### config.mk
export PLATFORM = sky130hd
export DESIGN_NAME = multi_operand_adder
export DESIGN_NICKNAME = d
export VERILOG_FILES = /design/src/rtl/multi_operand_adder.sv
export SDC_FILE = /design/constraint.sdc
export NUM_CORES = 1
export LEC_CHECK = 0
export ABC_CLOCK_PERIOD_IN_PS = 3620
export BUFFER_PORTS_ARGS = -buffer_cell sky130_fd_sc_hd__buf_4
export CAP_MARGIN = 40
export CORE_UTILIZATION = 45
export CTS_CLUSTER_SIZE = 25
export DETAILED_ROUTE_END_ITERATION = 8
export GPL_ROUTABILITY_DRIVEN = 0
export PLACE_DENSITY = 0.74
export SLEW_MARGIN = 20
export SYNTH_ARGS = -nofsm -noshare
export SYNTH_HDL_FRONTEND = slang
export SYNTH_SLANG_ARGS = --single-unit
### constraint.sdc
create_clock -name clk -period 3.62 [get_ports clk]
set_clock_uncertainty 0.2 [all_clocks]
set_input_delay 0.905 -clock clk [delete_from_list [all_inputs] [get_ports clk]]
set_output_delay 0.905 -clock clk [all_outputs]
set_load 0.01 [all_outputs]
### src/rtl/multi_operand_adder.sv
// multi_operand_adder
//   Accumulates NUM_OPERANDS unsigned WIDTH-bit operands, one per accepted
//   input handshake. It then presents a single WIDTH-bit result with a carry
//   flag. In saturation mode an overflowing sum clamps to all-ones.
//
// Ports
//   clk, rst        : clock, asynchronous active-high reset
//   clear           : synchronous abort of any partial or pending sum
//   in_valid/ready  : operand stream handshake; in_a is the operand
//   sat_en          : saturation mode, latched with the first operand of a group
//   out_valid/ready : result stream handshake
//   result          : wrapped or saturated sum
//   carry_out       : true sum exceeded 2**WIDTH-1
module multi_operand_adder #(
    parameter int WIDTH        = 4,
    parameter int NUM_OPERANDS = 4
) (
    input  logic             clk,
    input  logic             rst,
    input  logic             clear,
    input  logic             in_valid,
    output logic             in_ready,
    input  logic [WIDTH-1:0] in_a,
    input  logic             sat_en,
    output logic             out_valid,
    input  logic             out_ready,
    output logic [WIDTH-1:0] result,
    output logic             carry_out
);

    // The accumulator is wide enough that NUM_OPERANDS max-value operands
    // never wrap, so carry is simply "any bit above WIDTH is set".
    localparam int AW = WIDTH + $clog2(NUM_OPERANDS);
    localparam int CW = $clog2(NUM_OPERANDS + 1);
    localparam logic [CW-1:0] LAST_CNT = CW'(NUM_OPERANDS - 1);

    typedef enum logic [1:0] {IDLE, ACCUM, DONE} state_t;

    state_t           state_q, state_d;
    logic [AW-1:0]    acc_q, acc_d;
    logic [CW-1:0]    cnt_q, cnt_d;
    logic             sat_q, sat_d;
    logic             out_valid_q, out_valid_d;
    logic [WIDTH-1:0] result_q, result_d;
    logic             carry_q, carry_d;

    logic             accept;
    logic [AW-1:0]    sum;
    logic             sum_carry;

    // in_ready is a pure state decode: no path from in_valid or out_ready.
    assign in_ready  = (state_q == IDLE) || (state_q == ACCUM);
    assign accept    = in_valid && in_ready;
    assign sum       = acc_q + AW'(in_a);
    assign sum_carry = |sum[AW-1:WIDTH];

    always_comb begin
        state_d     = state_q;
        acc_d       = acc_q;
        cnt_d       = cnt_q;
        sat_d       = sat_q;
        out_valid_d = out_valid_q;
        result_d    = result_q;
        carry_d     = carry_q;

        if (clear) begin
            // Abort wins over any handshake in the same cycle.
            state_d     = IDLE;
            acc_d       = '0;
            cnt_d       = '0;
            out_valid_d = 1'b0;
        end else begin
            unique case (state_q)
                IDLE: begin
                    if (accept) begin
                        acc_d   = AW'(in_a);
                        cnt_d   = CW'(1);
                        sat_d   = sat_en;
                        state_d = ACCUM;
                    end
                end
                ACCUM: begin
                    if (accept) begin
                        acc_d = sum;
                        cnt_d = cnt_q + CW'(1);
                        if (cnt_q == LAST_CNT) begin
                            carry_d     = sum_carry;
                            result_d    = (sat_q && sum_carry) ? {WIDTH{1'b1}}
                                                               : sum[WIDTH-1:0];
                            out_valid_d = 1'b1;
                            state_d     = DONE;
                        end
                    end
                end
                DONE: begin
                    // result/carry_out intentionally keep their values after
                    // the handshake; only out_valid drops.
                    if (out_ready) begin
                        out_valid_d = 1'b0;
                        state_d     = IDLE;
                    end
                end
                default: state_d = IDLE;
            endcase
        end
    end

    always_ff @(posedge clk or posedge rst) begin
        if (rst) begin
            state_q     <= IDLE;
            acc_q       <= '0;
            cnt_q       <= '0;
            sat_q       <= 1'b0;
            out_valid_q <= 1'b0;
            result_q    <= '0;
            carry_q     <= 1'b0;
        end else begin
            state_q     <= state_d;
            acc_q       <= acc_d;
            cnt_q       <= cnt_d;
            sat_q       <= sat_d;
            out_valid_q <= out_valid_d;
            result_q    <= result_d;
            carry_q     <= carry_d;
        end
    end

    assign out_valid = out_valid_q;
    assign result    = result_q;
    assign carry_out = carry_q;

endmodule

==> impl_summary.txt <==
----------------------------------------------------
[Run status]
  Result of the run ... finished, final reports clean

[Drt]
  Iteration-0 DRC Markers ... 4
  Antenna Nets Post-Route ... 0
  Vias post-DR ... 841
  WL/cell ... 13.1 um
  DR pass1 iterations ... 3
  Drt drc ... 0
  Routed wire length ... 2060 um
  Via density per instance ... 5.36

[Clocking]
  Sinks on the clock net ... 18
  Insertion delay to the later sink of the worst-skew pair ... 280 ps
  Clock tree from TritonCTS ... yes
  # H-tree levels ... 1
  Post-CTS Setup Bufs ... 0
  Clock-pin slew of the registers on the worst-case setup and hold paths ... 110 ps
  Total CTS buffers ... 3
  Post_cts resized ... 0
  Clock root buffer ... sky130_fd_sc_hd__clkbuf_4
  Clock Tree Buf Depth ... 2
  Post-cts hold buffer count ... 0

[Worst hold path]
  Hold Crit Start ... carry_out
  Worst Hold Path EP ... carry_out
  Worst hold path depth ... 2
  Class of the tightest hold or removal check ... flip-flop to flip-flop

[Synth]
  Cell count after synthesis ... 114
  Synthesis warning total ... 0
  FF+latch count, synth ... 18
  Count of flip-flops with a built-in enable after synthesis ... 0
  Average cell area after synthesis ... 9.35 um2
  Proportion of register bits with asynchronous set or reset after synthesis ... 100%
  Ranking of synthesized cells by area ... sky130_fd_sc_hd__dfrtp_1 42%, sky130_fd_sc_hd__ha_1 7.0%, sky130_fd_sc_hd__nand2_1 6.0%, sky130_fd_sc_hd__mux2i_1 5.6%, sky130_fd_sc_hd__a21oi_1 4.7%
  Syn Std Cell Area ... 1070 um2
  Portion of the post-synthesis area used by sequential elements ... 42.3%
  Yosys top cell area share ... 42.3%
  Largest area contributor in the netlist ... sky130_fd_sc_hd__dfrtp_1
  Number of library cell types mapped by synthesis ... 32
  Most instantiated flip-flop cell in the synthesis netlist ... sky130_fd_sc_hd__dfrtp_1
  Top post-synthesis cells by count ... 18 x sky130_fd_sc_hd__dfrtp_1, 17 x sky130_fd_sc_hd__nand2_1, 12 x sky130_fd_sc_hd__nor2_1
  Most used standard cell by instance count after synthesis ... sky130_fd_sc_hd__dfrtp_1
  Net count after synthesis ... 131

[GRT]
  Antenna violations before repair ... 0
  Congestion Overflow GR ... 0
  Number of global-route vias before repair ... 816
  Overall Global Routing Usage ... 19.1%
  Global-route wire length before repair ... 3590 um
  Pin count of the biggest net entering global routing ... 19

[Finish]
  Proportion of layout cells with a drive suffix above 1 ... 20.2%
  Area of combinational cells with multiple inputs ... 563 um2
  Number of inserted filler cells in the final layout ... 214
  P&R area growth vs syn ... 15.3%
  FF/Latch Area ... 450 um2
  Post-Layout Cell Count ... 157
  Post-Layout Inst Area ... 1230 um2
  Post-layout nets ... 147
  Count of inserted antenna diode cells ... 0

[Worst setup path]
  CP max FO ... 4
  Data arrival at the endpoint of the critical path ... 2460 ps
  Cell Chain, Critical Path ... buf_4, ha_1, fa_1, a21o_1, a21oi_1, a21oi_1, nand4_4, o211ai_2
  Count of buffering cells on the critical path with inverters included ... 1
  Crit Path Class ... primary input to flip-flop
  Cell occurring most often along the worst timing path ... sky130_fd_sc_hd__a21oi_1
  Register-to-register path setup slack ... 1470 ps
  Reg-to-reg startpoint ... acc_q[0]
  Setup crit end kind ... flip-flop
  Slowest cell delay on critical path ... 410 ps
  Data required time at the worst endpoint ... 3590 ps
  CP max-delay cell ... sky130_fd_sc_hd__fa_1
  Depth of the worst register-to-register path ... 7
  Cell class contributing the biggest share of worst-path delay ... compound AO/OA/AOI/OAI gates
  Critical Path Start Type ... primary input
  Endpoint of the worst register-to-register path ... result[2]

[Die]
  Boundary pin count ... 17
  FP Rows ... 17
  Total Die Area ... 2570 um2
  Floorplan core area ... 2210 um2
  Vertical extent of the die ... 50.7 um
  Die Wd ... 50.7 um
  Starting Density ... 48.2%

[Placed design]
  Placed Instance Area ... 1190 um2
  # placed instances ... 153
  Buffers on Ports ... 16
  Detailed placement HPWL ... 1570 um

[Job]
  Max_cap viols ... 0

[Power]
  Final Power ... 413 uW
  Pwr per Cell Area ... 336 nW/um2
  Static Leak ... 0.000622 uW
  Largest vdd supply drop ... 0.000204 V

[STA]
  Final Max Slew Viols ... 0
  Fmax achieved ... 401 MHz
  Final number of setup-violating endpoints ... 0
  Final-report hold violation count ... 0
  Worst max-slew margin expressed relative to the limit ... 52.6%
  Final TNS setup ... 0 ps
  Measured slew at the worst slew-check pin ... 709 ps
  Min Tclk post-route ... 2490 ps
  Unrepaired setup endpoints after global routing ... no
  Final worst path period share ... 68.8%
  Worst hold-check slack ... 296 ps

----------------------------------------------------
## how the worst max path moves through the flow
stage / from / to / depth (start not counted)
6_report: in_a[0] / result[2] / 8
5_1_grt: in_a[0] / result[2] / 8
4_1_cts: in_a[0] / result[2] / 8
3_5_place_dp: in_a[0] / result[2] / 8
3_3_place_gp: in_a[0] / result[2] / 8
2_1_floorplan: in_a[0] / result[2] / 7
## logic make-up after synthesis
logic type,share of synthesized area (%)
simple gates,21.8
compound gates,12.7
flops,42.3
buf+inv,4.93
mux,7.75
fa+ha+maj,8.92
xor+xnor,1.64
## per-stage QoR
stage / worst slack, ps / util (%)
CTS: 1140 / 55.5
global route: 1020 / 55.5
detailed placement: 827 / 53.9
global placement: 857 / 53.9
finish: 1130 / 55.5
floorplan: 1050 / -
## where the power goes
part           leakage [uW]  internal, uW  switching [uW]  total [uW]
combinational      0.000358          31.8            39.2        71.0
clock             0.0000210          61.1            61.0         122
sequential         0.000243           210            9.85         220
## area by class of cell
type	instances	share of cell area, %
multi-input cells	86	45.8
flip-flops and latches	18	36.7
repair buffers	16	9.78
clock buffers	4	2.95
well taps	28	2.85
inverters	5	1.93
## state kept, by name, summed over array words and instances, names as in the netlist
| name | count |
|---|---|
| cnt_q | 3 |
| result | 4 |
| acc_q | 6 |
| sat_q | 1 |
| state_q | 2 |
| out_valid | 1 |
| carry_out | 1 |
## layout by cell type, fill, tap and decap left out, types with 2 or more instances in the layout
cell type / instances
sky130_fd_sc_hd__ha_1: 6
sky130_fd_sc_hd__xnor2_1: 2
sky130_fd_sc_hd__a21o_1: 3
sky130_fd_sc_hd__nand3_1: 5
sky130_fd_sc_hd__buf_4: 16
sky130_fd_sc_hd__inv_1: 4
sky130_fd_sc_hd__and3_1: 2
sky130_fd_sc_hd__mux2_2: 2
sky130_fd_sc_hd__a21oi_1: 10
sky130_fd_sc_hd__o21ai_0: 4
sky130_fd_sc_hd__clkbuf_4: 3
sky130_fd_sc_hd__nand4_1: 2
sky130_fd_sc_hd__nor2_1: 12
sky130_fd_sc_hd__dfrtp_1: 18
sky130_fd_sc_hd__mux2i_1: 6
sky130_fd_sc_hd__nand2_1: 17
sky130_fd_sc_hd__a211oi_1: 2
## metal layers
layer / share of wire, % / wire, um / track usage (%)
met5: 0 / 0 / 0
met4: 1.3 / 26 / 9.26
met3: 1.3 / 27 / 2.73
met2: 51 / 1050 / 31.8
met1: 46 / 948 / 24.1
## worst register-to-register path: stages, from the launching register on
cell,delay (ps)
sky130_fd_sc_hd__dfrtp_1,400
sky130_fd_sc_hd__ha_1,210
sky130_fd_sc_hd__fa_1,410
sky130_fd_sc_hd__a21o_1,220
sky130_fd_sc_hd__a21oi_1,220
sky130_fd_sc_hd__a21oi_1,150
sky130_fd_sc_hd__nand4_4,140
sky130_fd_sc_hd__o211ai_2,80
(Power assumes the default switching activity.)
